==> src/rtl/rr_select_mux_pkg.sv <==
// Shared constants and the round-robin scan helper for the select stage.
package rr_select_mux_pkg;

  localparam int unsigned NUM_CH_DEFAULT     = 4;
  localparam int unsigned DATA_WIDTH_DEFAULT = 32;

  // Upper bound on channel count that rr_first can scan.
  localparam int unsigned MAX_CH    = 32;
  localparam int unsigned MAX_IDX_W = 5;

  typedef struct packed {
    logic                 found;
    logic [MAX_IDX_W-1:0] idx;
  } rr_pick_t;

  // First set bit of valid scanning ptr, ptr+1, ... wrapping at num_ch (ptr < num_ch).
  function automatic rr_pick_t rr_first(input logic [MAX_CH-1:0] valid,
                                        input int unsigned       ptr,
                                        input int unsigned       num_ch);
    rr_pick_t    res;
    int unsigned j;
    res = '0;
    for (int unsigned k = 0; k < MAX_CH; k++) begin
      j = ptr + k;
      if (j >= num_ch) j = j - num_ch;
      if ((k < num_ch) && !res.found && valid[j[MAX_IDX_W-1:0]]) begin
        res.found = 1'b1;
        res.idx   = j[MAX_IDX_W-1:0];
      end
    end
    return res;
  endfunction

endpackage

==> src/rtl/rr_select_mux_pick.sv <==
// Combinational round-robin pick: rotate requests to start at ptr, find the first one,
// then map the relative position back to an absolute channel index.
module rr_priority_pick
  import rr_select_mux_pkg::*;
#(
  parameter int unsigned NUM_CH = NUM_CH_DEFAULT
) (
  input  logic [NUM_CH-1:0]         valid,
  input  logic [$clog2(NUM_CH)-1:0] ptr,
  output logic                      found,
  output logic [$clog2(NUM_CH)-1:0] idx
);

  localparam int unsigned IdxW = $clog2(NUM_CH);

  logic [2*NUM_CH-1:0] doubled;
  logic [NUM_CH-1:0]   rotated;
  rr_pick_t            pick;
  logic                unused_pick;

  // Rotate so bit 0 is channel ptr, leading-one detect, then add ptr back (natural wrap).
  always_comb begin
    doubled = {valid, valid};
    rotated = doubled[{1'b0, ptr} +: NUM_CH];
    pick    = rr_first(MAX_CH'(rotated), 0, NUM_CH);
    found   = pick.found;
    idx     = ptr + pick.idx[IdxW-1:0];
  end

  assign unused_pick = ^pick;

endmodule

==> src/rtl/rr_select_mux.sv <==
// Registered N-channel select stage: round-robin (or fixed-priority) arbitration over
// valid/ready sources feeding a one-entry output register.
module rr_select_mux
  import rr_select_mux_pkg::*;
#(
  parameter int unsigned NUM_CH     = NUM_CH_DEFAULT,
  parameter int unsigned DATA_WIDTH = DATA_WIDTH_DEFAULT,
  parameter int unsigned FIXED_PRIO = 0
) (
  input  logic                         clk,
  input  logic                         reset,
  input  logic [NUM_CH-1:0]            in_valid,
  input  logic [NUM_CH*DATA_WIDTH-1:0] in_data,
  input  logic [NUM_CH-1:0]            in_lock,
  output logic [NUM_CH-1:0]            in_ready,
  output logic                         out_valid,
  output logic [DATA_WIDTH-1:0]        out_data,
  output logic [$clog2(NUM_CH)-1:0]    out_ch,
  input  logic                         out_ready
);

  localparam int unsigned IdxW = $clog2(NUM_CH);
  localparam logic [NUM_CH-1:0] OneHot0 = {{(NUM_CH-1){1'b0}}, 1'b1};

  logic                  out_valid_q, out_valid_d;
  logic [DATA_WIDTH-1:0] out_data_q, out_data_d;
  logic [IdxW-1:0]       out_ch_q, out_ch_d;
  logic [IdxW-1:0]       ptr_q, ptr_d;
  logic                  lock_hold_q, lock_hold_d;

  logic                  can_load, xfer, found;
  logic [IdxW-1:0]       scan_ptr, grant_idx;
  logic [NUM_CH-1:0]     req, grant;
  logic [DATA_WIDTH-1:0] ch_data [NUM_CH];

  for (genvar i = 0; i < NUM_CH; i++) begin : g_unpack
    assign ch_data[i] = in_data[i*DATA_WIDTH +: DATA_WIDTH];
  end

  // Request masking: a held lock restricts arbitration to the locked channel.
  always_comb begin
    scan_ptr = (FIXED_PRIO != 0) ? '0 : ptr_q;
    req      = in_valid;
    if (lock_hold_q) req = in_valid & (OneHot0 << ptr_q);
  end

  rr_priority_pick #(
    .NUM_CH (NUM_CH)
  ) u_pick (
    .valid (req),
    .ptr   (scan_ptr),
    .found (found),
    .idx   (grant_idx)
  );

  // Handshake: accept only when the output register is empty or draining this cycle.
  always_comb begin
    can_load = ~out_valid_q | out_ready;
    grant    = found ? (OneHot0 << grant_idx) : '0;
    in_ready = (can_load && !reset) ? grant : '0;
    xfer     = found && can_load && !reset;
  end

  // Next state of the output register, pointer and lock.
  always_comb begin
    out_valid_d = out_valid_q;
    out_data_d  = out_data_q;
    out_ch_d    = out_ch_q;
    ptr_d       = ptr_q;
    lock_hold_d = lock_hold_q;
    if (xfer) begin
      out_valid_d = 1'b1;
      out_data_d  = ch_data[grant_idx];
      out_ch_d    = grant_idx;
      if (FIXED_PRIO == 0) begin
        if (in_lock[grant_idx]) begin
          ptr_d       = grant_idx;
          lock_hold_d = 1'b1;
        end else begin
          ptr_d       = grant_idx + IdxW'(1);
          lock_hold_d = 1'b0;
        end
      end
    end else if (out_ready) begin
      out_valid_d = 1'b0;
    end
  end

  // State registers with synchronous reset; a held beat is dropped on reset.
  always_ff @(posedge clk) begin
    if (reset) begin
      out_valid_q <= 1'b0;
      out_data_q  <= '0;
      out_ch_q    <= '0;
      ptr_q       <= '0;
      lock_hold_q <= 1'b0;
    end else begin
      out_valid_q <= out_valid_d;
      out_data_q  <= out_data_d;
      out_ch_q    <= out_ch_d;
      ptr_q       <= ptr_d;
      lock_hold_q <= lock_hold_d;
    end
  end

  assign out_valid = out_valid_q;
  assign out_data  = out_data_q;
  assign out_ch    = out_ch_q;

endmodule

==> config.mk <==
export PLATFORM = sky130hd
export DESIGN_NAME = rr_select_mux
export DESIGN_NICKNAME = d
export VERILOG_FILES = /design/src/rtl/rr_select_mux_pkg.sv /design/src/rtl/rr_select_mux_pick.sv /design/src/rtl/rr_select_mux.sv
export SDC_FILE = /design/constraint.sdc
export NUM_CORES = 1
export LEC_CHECK = 0
export BUFFER_PORTS_ARGS = -buffer_cell sky130_fd_sc_hd__buf_2
export CAP_MARGIN = 5
export CORE_MARGIN = 2
export CORE_UTILIZATION = 48
export DETAILED_ROUTE_END_ITERATION = 7
export PLACE_DENSITY = 0.81
export SETUP_SLACK_MARGIN = 0.15
export SYNTH_ARGS = -nofsm -noshare
export SYNTH_HDL_FRONTEND = slang
export SYNTH_SLANG_ARGS = --single-unit
==> constraint.sdc <==
create_clock -name clk -period 4.7 [get_ports clk]
set_input_delay 0.94 -clock clk [delete_from_list [all_inputs] [get_ports clk]]
set_output_delay 0.94 -clock clk [all_outputs]
set_load 0.05 [all_outputs]
==> qor.csv <==
stage,metric,value,unit
die,ios,178,
timing,drv_slew,0,
synthesis,ys_warn_count,0,
cts,htreeDepth,2,
synthesis,synth_compound_area_share,17.96,%
route,routed-wl-met3,477,um
setup_path,ff2ff_setup_slack,1100,ps
cts,clk_latency,280,ps
placed_design,gp_congestion,0.8242,
cts,cts_root_buf,clkbuf_8,
global_route,overflow,0,
setup_path,endpoint_kind,output port,
placed_design,dp_cells,630,
finish,syn2layout_area_growth,27.26,%
route,wirelength,9.731,mm
cts,postCtsResizedCells,0,
synthesis,avgSynthCellArea,9.696,um^2
global_route,antenna_found_initial,0,
setup_path,crit_arrival,3070,ps
timing,holdWs,451.7,ps
power_and_ir_drop,internal_power,0.001736,W
global_route,grt_pass1_vias,3361,
power_and_ir_drop,pwr_density_cell,741.8,nW/um^2
die,die_w,91.96,um
cts,clock-sinks,38,
route,viasPerCell,5.718,
worst_hold_path,hold_class,reg2reg,
setup_path,startpoint_type,input pin,
power_and_ir_drop,seq_power_share,16.1,%
setup_path,required,3760,ps
die,rows,32,
setup_path,crit_type,in2out,
die,initial_utilization,48.82,%
timing,worst_pin_slew,883.6,ps
route,m1WireLength,3.970,mm
route,vias,3648,
timing,slew_headroom,41.09,%
global_route,grt_pass1_wl,15.32,mm
timing,finalSetupViolations,0,
cts,clock_path_buffers,2,
synthesis,synth_simple_gate_area_share,9.670,%
synthesis,synth_nets,527,
cts,clkTransAtPathRegs,70,ps
placed_design,io_buffers,177,
setup_path,cp_max_fo,19,
timing,clock.fmax,249.7,MHz
power_and_ir_drop,comb_power_share,76.3,%
route,drt_iter0_drc,123,
power_and_ir_drop,leakage,2.059,nW
timing,fin_crit_sh,85.21,%
cts,post_cts_buffers,0,
run,drv_cap,0,
timing,fin_crit,4005,ps
timing,setup_tns,0,ps
placed_design,dp_hpwl,7.422,mm
die,die_h,91.96,um
finish,antenna_cells,0,
global_route,track_usage,21.97,%
cts,ctsHoldBuffers,0,
die,core_area,7607,um^2
outcome,outcome,completed,
route,drtPass1Iterations,4,
finish,fin_util,62.12,%
synthesis,syn_inst,383,
finish,drive_above_1_share,49.81,%
finish,fin_nets,679,
power_and_ir_drop,switching_power,0.001770,W
cts,tritoncts,done,
synthesis,synth_top_family_by_area,multiplexers,
synthesis,synth-seq-area-share,20.49,%
route,wl_met2,5.054,mm
global_route,grt_max_degree,82,
synthesis,yosys.cell_types.count,36,
synthesis,syn_area,3714,um^2
timing,finalClockSkew,8.075,ps
synthesis,synthMuxAreaShare,44.27,%
die,dieArea,8456,um^2
finish,finalNonFillerCells,638,
route,drt-wirelength-per-cell,15.25,um
timing,hold_viol_final,0,
power_and_ir_drop,p_sw_share,50.49,%
cts,cts_buffers,5,
synthesis,ys_seq_elements,38,
synthesis,synth_xor_xnor_area_share,0.2358,%
route,ant_nets,0,
route,highest_layer,met4,
route,remaining_drc_errors,0,
power_and_ir_drop,peakVddDrop,0.4602,mV
power_and_ir_drop,pwr-share-clk,7.7,%
timing,rsz0062_at_grt,no,
synthesis,synth_adder_area_share,1.988,%
[worst max-delay path, cell delays in order]
cell and delay (ps):
buf_2 110, inv_1 70, nor3_1 50, a311oi_1 280
a31oi_1 70, a211oi_1 190, nor2_1 100, ha_4 420
clkinv_1 90, buf_4 210, ha_1 210, and2_1 130
buf_2 200
[area by class of cell]
type / count / area [um^2]
sequential: 38 / 760.7
tap: 102 / 127.6
fill: 680 / 2882
inverter: 5 / 18.77
clock buffer: 7 / 76.32
clock inverter: 1 / 30.03
multi-input combinational: 300 / 2766
timing repair buffer: 185 / 945.9
[per-stage QoR]
step,total power [W],setup slack [ps],instance area (um^2)
2_1_floorplan,0.002779,454.6,3714
3_3_place_gp,0.003187,679.6,4619
3_5_place_dp,0.003256,604.9,4619
4_1_cts,0.003533,703.0,4726
5_1_grt,0.003756,525.0,4726
6_report,0.003506,694.9,4726
[flip-flops by register name (all words and copies together) (netlist names)]
signal and cells:
lock_hold_q 1, out_data 32, out_ch 2, out_valid 1, ptr_q 2
[synthesized netlist by cell type]
cell | n | area [um^2]
inv_1 | 4 | 15.01
mux2_4 | 1 | 15.01
clkbuf_1 | 20 | 75.07
maj3_2 | 1 | 11.26
dfxtp_1 | 38 | 760.7
nand2b_1 | 3 | 18.77
and2_1 | 4 | 25.02
a221oi_1 | 1 | 8.760
nand2_1 | 37 | 138.9
nor2_1 | 42 | 157.7
buf_4 | 2 | 15.01
mux2_2 | 34 | 382.9
a211oi_1 | 18 | 135.1
xnor2_1 | 1 | 8.760
a2111oi_2 | 1 | 15.01
o21ai_1 | 1 | 5.000
o21ai_2 | 1 | 8.760
a21bo_2 | 1 | 10.01
buf_1 | 4 | 15.01
nor4_1 | 1 | 6.260
buf_2 | 13 | 65.06
buf_6 | 1 | 11.26
nand3b_1 | 1 | 7.510
mux4_2 | 34 | 765.7
ha_1 | 5 | 62.56
mux2i_1 | 48 | 480.5
clkinv_1 | 1 | 3.750
a31oi_1 | 2 | 12.51
nor3_1 | 1 | 5.000
a311oi_1 | 17 | 148.9
o211ai_1 | 33 | 247.7
o21a_2 | 1 | 8.760
a21oi_1 | 5 | 25.02
o21ai_0 | 2 | 10.01
o21a_1 | 3 | 22.52
a211o_1 | 1 | 8.760
[metal layers]
layer  vias up  global-route usage [%]
li1       1806                       -
met1      1685                   26.54
met2       134                   40.56
met3        23                   3.122
met4         0                   6.219
met5         -                       0
[power by group through the flow]
stage / Clock [W] / Sequential [W] / Combinational, W
floorplan: 0 / 0.00103 / 0.00175
global placement: 0 / 0.000562 / 0.00263
detailed placement: 0 / 0.000570 / 0.00269
CTS: 0.000277 / 0.000563 / 0.00269
global route: 0.000291 / 0.000583 / 0.00288
finish: 0.000269 / 0.000563 / 0.00267
[worst paths after layout]
check,start,end,cells after the start
max reg2reg,ptr_q[0]$_SDFFE_PP0P_,ptr_q[0]$_SDFFE_PP0P_,10
min,out_ch[0]$_SDFFE_PP0P_,out_ch[0]$_SDFFE_PP0P_,2
max,in_valid[1],in_ready[2],13
min reg2reg,out_ch[0]$_SDFFE_PP0P_,out_ch[0]$_SDFFE_PP0P_,2
[cell usage in the layout (no fill, tap or decap), types with 8 or more instances in the layout]
master,n
mux2i_1,48
o211ai_1,33
dfxtp_1,38
mux4_2,34
mux2_2,34
buf_4,8
nor2_1,42
a211oi_1,18
a311oi_1,17
nand2_1,37
buf_2,177
[cells by family after synthesis]
group / after synthesis
and+or+nand+nor: 89
xor gates and xnor gates: 1
buffers and inverters: 45
AOI/OAI and AO/OA: 87
DFF: 38
adders and majority gates: 6
muxes: 117
Note: power is estimated with default switching activity, not from simulation.
